--- src/rtl/sample_demodulator.sv ---
// rtl/sample_demodulator.sv - windowed ASK/FSK/BPSK bit recovery with MSB-slice bypass
// Recovers one data bit per SPB valid samples of the 7-bit modulated stream (midline 64).
module sample_demodulator #(
  parameter int SPB            = 16,
  parameter int CARRIER_PERIOD = 4,
  parameter int ASK_THRESH     = 512,
  parameter int FSK_THRESH     = 6,
  parameter int ACC_W          = 12
) (
  input  logic       clk,
  input  logic       rst_n,
  input  logic [1:0] sel,
  input  logic [6:0] sample,
  input  logic       sample_valid,
  input  logic       sync,
  output logic       bit_out,
  output logic       bit_valid,
  output logic       busy
);

  localparam int CNT_W = $clog2(SPB + 1);
  localparam int PH_W  = $clog2(CARRIER_PERIOD);
  localparam int SUM_W = ACC_W + 2;

  typedef enum logic [1:0] {
    MODE_ASK    = 2'b00,
    MODE_FSK    = 2'b01,
    MODE_BPSK   = 2'b10,
    MODE_BYPASS = 2'b11
  } mode_e;

  localparam logic signed [SUM_W-1:0] U_MAX = {2'b00, {ACC_W{1'b1}}};
  localparam logic signed [SUM_W-1:0] S_MAX = {3'b000, {(ACC_W-1){1'b1}}};
  localparam logic signed [SUM_W-1:0] S_MIN = {3'b111, {(ACC_W-1){1'b0}}};

  mode_e              mode_q, mode_d;
  logic [ACC_W-1:0]   acc_q, acc_d;
  logic [CNT_W-1:0]   cnt_q, cnt_d;
  logic [PH_W-1:0]    phase_q, phase_d;
  logic [CNT_W-1:0]   cross_q, cross_d;
  logic               prev_msb_q, prev_msb_d;
  logic               bit_out_q, bit_out_d;
  logic               bit_valid_q, bit_valid_d;

  logic               win_start;
  mode_e              mode_cur;
  logic [ACC_W-1:0]   acc_base, acc_new;
  logic [CNT_W-1:0]   cnt_new, cross_base, cross_new;
  logic [PH_W-1:0]    phase_base, phase_new;
  logic [6:0]         mag;
  logic signed [7:0]  sdiff;
  logic signed [SUM_W-1:0] term, sum;
  logic               ref_pos, crossed, done, decision;

  always_comb begin
    // sync turns the sample presented alongside it into sample 0 of a fresh window
    win_start  = sync || (cnt_q == '0);
    mode_cur   = win_start ? mode_e'(sel) : mode_q;
    acc_base   = win_start ? '0 : acc_q;
    cross_base = win_start ? '0 : cross_q;
    phase_base = win_start ? '0 : phase_q;
    cnt_new    = (win_start ? '0 : cnt_q) + CNT_W'(1);
    done       = (cnt_new == CNT_W'(SPB));

    mag     = sample[6] ? (sample - 7'd64) : (7'd64 - sample);
    sdiff   = $signed({1'b0, sample}) - 8'sd64;
    ref_pos = (32'(phase_base) < CARRIER_PERIOD / 2);
    crossed = !win_start && (sample[6] != prev_msb_q);

    cross_new = cross_base + {{(CNT_W-1){1'b0}}, crossed};
    phase_new = (32'(phase_base) == CARRIER_PERIOD - 1) ? '0 : phase_base + PH_W'(1);

    term    = '0;
    sum     = '0;
    acc_new = acc_base;
    case (mode_cur)
      MODE_ASK: begin
        term    = $signed({{(SUM_W-7){1'b0}}, mag});
        sum     = $signed({2'b00, acc_base}) + term;
        acc_new = (sum > U_MAX) ? U_MAX[ACC_W-1:0] : sum[ACC_W-1:0];
      end
      MODE_BPSK: begin
        term    = {{(SUM_W-8){sdiff[7]}}, sdiff};
        if (!ref_pos) term = -term;
        sum     = $signed({{2{acc_base[ACC_W-1]}}, acc_base}) + term;
        if (sum > S_MAX)      acc_new = S_MAX[ACC_W-1:0];
        else if (sum < S_MIN) acc_new = S_MIN[ACC_W-1:0];
        else                  acc_new = sum[ACC_W-1:0];
      end
      default: ;
    endcase

    case (mode_cur)
      MODE_ASK:  decision = (32'(acc_new) >= ASK_THRESH);
      MODE_FSK:  decision = (32'(cross_new) >= FSK_THRESH);
      MODE_BPSK: decision = acc_new[ACC_W-1];
      default:   decision = sample[6];
    endcase

    mode_d      = mode_q;
    acc_d       = acc_q;
    cnt_d       = cnt_q;
    phase_d     = phase_q;
    cross_d     = cross_q;
    prev_msb_d  = prev_msb_q;
    bit_out_d   = bit_out_q;
    bit_valid_d = 1'b0;

    if (sample_valid) begin
      mode_d = mode_cur;
      if (mode_cur == MODE_BYPASS || done) begin
        bit_out_d   = decision;
        bit_valid_d = 1'b1;
        acc_d       = '0;
        cnt_d       = '0;
        phase_d     = '0;
        cross_d     = '0;
        prev_msb_d  = 1'b0;
      end else begin
        acc_d      = acc_new;
        cnt_d      = cnt_new;
        phase_d    = phase_new;
        cross_d    = cross_new;
        prev_msb_d = sample[6];
      end
    end else if (sync) begin
      acc_d      = '0;
      cnt_d      = '0;
      phase_d    = '0;
      cross_d    = '0;
      prev_msb_d = 1'b0;
    end
  end

  always_ff @(posedge clk or negedge rst_n) begin
    if (!rst_n) begin
      mode_q      <= MODE_ASK;
      acc_q       <= '0;
      cnt_q       <= '0;
      phase_q     <= '0;
      cross_q     <= '0;
      prev_msb_q  <= 1'b0;
      bit_out_q   <= 1'b0;
      bit_valid_q <= 1'b0;
    end else begin
      mode_q      <= mode_d;
      acc_q       <= acc_d;
      cnt_q       <= cnt_d;
      phase_q     <= phase_d;
      cross_q     <= cross_d;
      prev_msb_q  <= prev_msb_d;
      bit_out_q   <= bit_out_d;
      bit_valid_q <= bit_valid_d;
    end
  end

  assign bit_out   = bit_out_q;
  assign bit_valid = bit_valid_q;
  assign busy      = (cnt_q != '0);

endmodule

--- config.mk ---
export PLATFORM = sky130hd
export DESIGN_NAME = sample_demodulator
export DESIGN_NICKNAME = d
export VERILOG_FILES = /design/src/rtl/sample_demodulator.sv
export SDC_FILE = /design/constraint.sdc
export NUM_CORES = 1
export LEC_CHECK = 0
export ABC_AREA = 1
export CAP_MARGIN = 20
export CORE_ASPECT_RATIO = 0.6
export CORE_MARGIN = 2
export CORE_UTILIZATION = 60
export DETAILED_ROUTE_END_ITERATION = 16
export PLACE_DENSITY_LB_ADDON = 0.15
export REMOVE_ABC_BUFFERS = 1
export SYNTH_ARGS = -nofsm -noshare
export SYNTH_HDL_FRONTEND = slang
export SYNTH_SLANG_ARGS = --single-unit
--- constraint.sdc ---
create_clock -name clk -period 4.3 [get_ports clk]
set_input_delay 0.86 -clock clk [delete_from_list [all_inputs] [get_ports clk]]
set_output_delay 0.86 -clock clk [all_outputs]
set_load 0.02 [all_outputs]
; Word level (Yosys, flattened, before mapping)
; Cells that the tools add are included.
[word_totals]
in_bits = 13
reg_bits = 29
elab_cells = 68
out_inout_bits = 3
[classes]
n_addsub = 9
n_mux = 30
n_lt_le_gt_ge = 6
eq_ne = 6
reduce_logical = 9
[op_table]
columns = cell, n
row1 = $mux W12, 7
row2 = $mux W5, 7
row3 = $mux W14, 2
row4 = $pmux W12 S2, 1
row5 = $add A12 B14 Y14, 1
row6 = $gt A14 B12 Y1 const B, 1
row7 = $lt A14 B12 Y1 const B, 1
row8 = $neg A8 Y14, 1
row9 = $add A12 B7 Y13, 1
row10 = $gt A13 B12 Y1 const B, 1
row11 = $ge A12 B10 Y1 const B, 1
row12 = $mux W2, 6
row13 = $sub A7 B7 Y8 const B, 1
row14 = $mux W7, 1
row15 = $sub A7 B7 Y7 const A, 1
row16 = $sub A7 B7 Y7 const B, 1
row17 = $eq A2 B2 Y1 const B, 3
row18 = $add A5 B1 Y5, 1
row19 = $add A5 B1 Y5 const B, 1
row20 = $eq A5 B5 Y1 const B, 1
row21 = $ge A5 B3 Y1 const B, 1
row22 = $logic_not A5 Y1, 1
row23 = $mux W1, 5
row24 = $reduce_bool A5 Y1, 1
row25 = other kinds (11), 12

; Depth between registers and ports, before layout
[logic_depth]
word_depth = 13
mapped_depth = 28

; Worst setup path after synthesis
; No wires, ideal clock.
[synth_timing]
path_kind = input to register
start = input sync
end = register bit_out_q, in the netlist bit_out
required_ps = 4183
slack_ps = 849
n_path_buf = 3
stages = 22
setup_ps = 117
arrival_time_ps = 3334
cell_sequence = inv_1 > nand2_8 > buf_12 > clkbuf_1 > nor2_1 > ha_1 > fa_1 > nand3_1 > nand2_1 > nand3_1 > nand3_1 > nand2_1 > nand2_1 > nand2_1 > nand3_2 > buf_6 > nand2_1 > nand2_2 > a21oi_2 > nand3_1 > nand3_1 > nand2_1
[synth_via]
elab_chain_cells = 12
[synth_rtl]
columns = element, line_no
row1 = from (decl), 15  ; input logic sync,
row2 = $logic_or A1 B1 Y1 (*), 57  ; win_start = sync || (cnt_q == '0);
row3 = $mux W2, 61  ; phase_base = win_start ? '0 : phase_q;
row4 = $lt A2 B2 Y1, 67  ; ref_pos = (32'(phase_base) < CARRIER_PERIOD / 2);
row5 = $mux W14, 84  ; if (!ref_pos) term = -term;
row6 = $mux W14, 76  ; case (mode_cur)
row7 = $add A12 B14 Y14, 85  ; sum = $signed({{2{acc_base[ACC_W-1]}}, acc_base}) + term;
row8 = $lt A14 B12 Y1, 87  ; else if (sum < S_MIN) acc_new = S_MIN[ACC_W-1:0];
row9 = $mux W12, 87
row10 = $mux W12, 86  ; if (sum > S_MAX) acc_new = S_MAX[ACC_W-1:0];
row11 = $pmux W12 S2, 76
row12 = $ge A12 B10 Y1, 94  ; MODE_ASK: decision = (32'(acc_new) >= ASK_THRESH);
row13 = $pmux W1 S3, 93  ; case (mode_cur)
row14 = to (signal assigned), 152  ; bit_out_q <= bit_out_d;
row15 = to (decl), 42  ; logic bit_out_q, bit_out_d;
; Mark *: on every way between the ends. The rest lies on a longest branch, timed or not. The select of a mux whose other input is x is not followed.
; A chain may end at the register's enable or synchronous reset.

; Worst setup path after layout
[layout_timing]
start = input sample[0]
end = register bit_out_q, in the netlist bit_out
[layout_via]
elab_chain_cells = 11
[layout_rtl]
columns = element, line_no
row1 = from (decl), 13  ; input logic [6:0] sample,
row2 = $sub A7 B7 Y8, 66  ; sdiff = $signed({1'b0, sample}) - 8'sd64;
row3 = $neg A8 Y14, 84
row4 = $mux W14, 84
row5 = $mux W14, 76
row6 = $add A12 B14 Y14, 85
row7 = $lt A14 B12 Y1, 87
row8 = $mux W12, 87
row9 = $mux W12, 86
row10 = $pmux W12 S2 (*), 76
row11 = $ge A12 B10 Y1, 94
row12 = $pmux W1 S3 (*), 93
; Marked as above.

==> qor.yml <==
outcome:
  outcome: "finished clean"
global_route:
  grt_use_met1_pct: 45.8
  grt_first_pass_wirelength_mm: 13.7
  grt_antenna_before_repair: 0
  grt.busiest_layer: "met1"
  use_met3_pct: 4.72
  grt_pass1_vias: 2789
  grt_overflow: 0
  grtUsageMet2_pct: 43.4
  grt_max_degree: 30
  grt_usage_pct: 29.3
power:
  pwr_density_cell_nw_per_um2: 278
  leakagePower_nw: 1.74
  total_power_mw: 0.987
  worst_ir_drop_vdd_mv: 0.183
sta:
  finalCriticalPeriod_ps: 4060
  min_period_over_period_pct: 94.5
  worst_clock_skew_ps: 2.88
  maxSlewHeadroom_pct: 44.9
  timing.fmax_mhz: 246
  hold_viol_final: 0
  worstMarginPinSlew_ps: 825
  setup_viol: 0
  drv_slew: 0
  rsz0062_at_grt: "no"
flow_run:
  cap_violations: 0
synth:
  synth_seq_cells: 29
  mappedNetlistArea_um2: 3210
  synth_cell_types: 40
  synth_area_per_cell_um2: 6.75
  yosysWarnings: 0
  synth_most_common_cell: "nand2_1"
  ys_top_cells_by_count: "nand2_1 (112), inv_1 (74), nor2_1 (38), a21oi_1 (29), dfrtp_1 (29)"
  synth_top_area_share_pct: 22.6
  dominantRegCellSynth: "dfrtp_1"
  ys_seq_area_share_pct: 22.6
  async_flop_share_pct: 100
  synth_top_area_cell: "dfrtp_1"
  synth_area_leaders: "dfrtp_1 (23%), nand2_1 (13%), ha_1 (9.3%)"
  synth_enable_flop_cells: 0
  syn_inst: 476
placed_design:
  post-dp-hpwl_mm: 6.75
  placed_area_um2: 3450
  io_buffers: 15
  gp_congestion: 0.990
floorplan:
  die_w_um: 98.5
  initial_core_util_pct: 62.9
  core_area_um2: 5100
  die_h_um: 60.7
  ioPinCount: 16
  num_rows: 20
  die_area_um2: 5970
final_layout:
  fillerInstances: 440
  fin_area_um2: 3550
  num_antenna_cells: 0
  drive_gt1_share_pct: 11.0
  nNetsFinal: 538
  areaGrowthSynthToFinish_pct: 10.6
critical_path:
  startpoint: "sample[0]"
  required_ps: 4470
  reg2reg_from: "cnt_q[4]$_DFFE_PN0P_"
  end_kind: "flop"
  critPathKind: "input port to flop"
  path_max_fanout: 9
  arrival_ps: 4230
  slowest_stage: "clkdlybuf4s50_1"
  cp_slowest_stage_delay_ps: 500
  path_common_cell: "nand2_1"
  start_kind: "input port"
clock_network:
  cts.sinks: 29
  root_buffer: "clkbuf_8"
  clkLatencyLatePin_ps: 280
  cts_tree: "built"
  clk_path_buf_depth: 2
  path_clk_slew_ps: 60
  numCtsBuffers: 5
  htreeDepth: 2
  postCtsHoldBufs: 0
hold_path:
  hp-class: "flop to flop"
  hp-start: "mode_q[1]$_DFFE_PN0P_"
route:
  ant_nets: 0
  avgViaCountPerCell: 5.81
  drt_first_pass_iters: 5
  drt_iter0_drc: 289
  drc: 0
  wl_per_cell_um: 15.2
  wirelength_mm: 8.58
  vias: 3283
[layout make-up]
cell class	instances	area (µm²)	area share, %
inverters	82	310	8.74
flip-flops and latches	29	726	20.4
clock buffers	7	86.3	2.43
well taps	66	82.6	2.33
multi-input cells	356	2120	59.7
repair buffers	25	225	6.34
[power breakdown]
part / leakage, nW / total, mW / internal, mW / switching, mW
Sequential: 0.386 / 0.322 / 0.306 / 0.0161
Combinational: 1.31 / 0.435 / 0.156 / 0.280
Clock: 0.0443 / 0.230 / 0.127 / 0.103
[path summary, 6_finish.rpt]
kind                                           to  slack [ps]  depth (start not counted)
max                           bit_out$_DFFE_PN0P_         240                         27
min                         mode_q[1]$_DFFE_PN0P_         490                          2
max reg2reg                   bit_out$_DFFE_PN0P_        1050                         20
min reg2reg                 mode_q[1]$_DFFE_PN0P_         490                          2
max in group asynchronous   mode_q[1]$_DFFE_PN0P_        3050                          2
min in group asynchronous  phase_q[0]$_DFFE_PN0P_         960                          2
[registers in the layout, summed over array words and instances (netlist names)]
signal and cells:
acc_q 12, bit_out 1, bit_valid 1, cnt_q 5, cross_q 5, mode_q 2, phase_q 2, prev_msb_q 1
[kinds of logic (layout without fill, tap and decap cells)]
kind of cell	Yosys count	in the layout	synth area share, %
AND/OR/NAND/NOR	214	214	31.9
flip-flops	29	29	22.6
adder cells (fa/ha/maj)	26	26	10.6
XOR/XNOR	20	20	5.45
buffers and inverters	91	114	11.7
AO/OA/AOI/OAI	96	96	17.8
[placed cells by master (no fill, tap or decap), drive strengths merged]
master,n
nor3,2
dfrtp,29
a22o,1
o22ai,18
a22oi,1
o21ai,27
nand4,7
buf,10
a21boi,3
nand2,125
o21a,1
xnor2,7
nand3,31
nor2,48
o221ai,2
o32ai,3
clkdlybuf4s50,15
ha,24
a31oi,3
clkbuf,7
inv,82
xor2,13
o2111ai,1
a21oi,30
fa,2
o211ai,6
and3,1
[per-stage QoR]
stage               setup TNS (ps)  util [%]  hold WS, ps  instances  worst slack (ps)
finish                           0      69.6          495        565               237
CTS                              0      69.2          499        564               168
detailed placement           -80.3      67.5          477        557             -79.8
global route                     0      69.6          525        565              7.03
floorplan                        0         -          453        467               955
global placement                 0      67.5          475        557              64.7
[critical path, delay by kind of cell]
kind,cells,cell delay (ps)
buf+inv,5,750
compound gates,1,120
simple gates,18,1660
fa+ha+maj,3,830
[per-layer routing]
| layer | share of wire, % | up-vias |
|---|---|---|
| met1 | 48 | 1513 |
| met5 | 0 | - |
| met2 | 41 | 153 |
| met3 | 10 | 9 |
| li1 | - | 1608 |
| met4 | 0.69 | 0 |
[timing repair]
| action | 4_1_cts | 5_1_grt |
|---|---|---|
| endpoints found under the setup margin | 0 | 9 |
| setup buffers | 0 | 1 |
| gates resized for setup | 0 | 4 |
(Power assumes the default switching activity.)
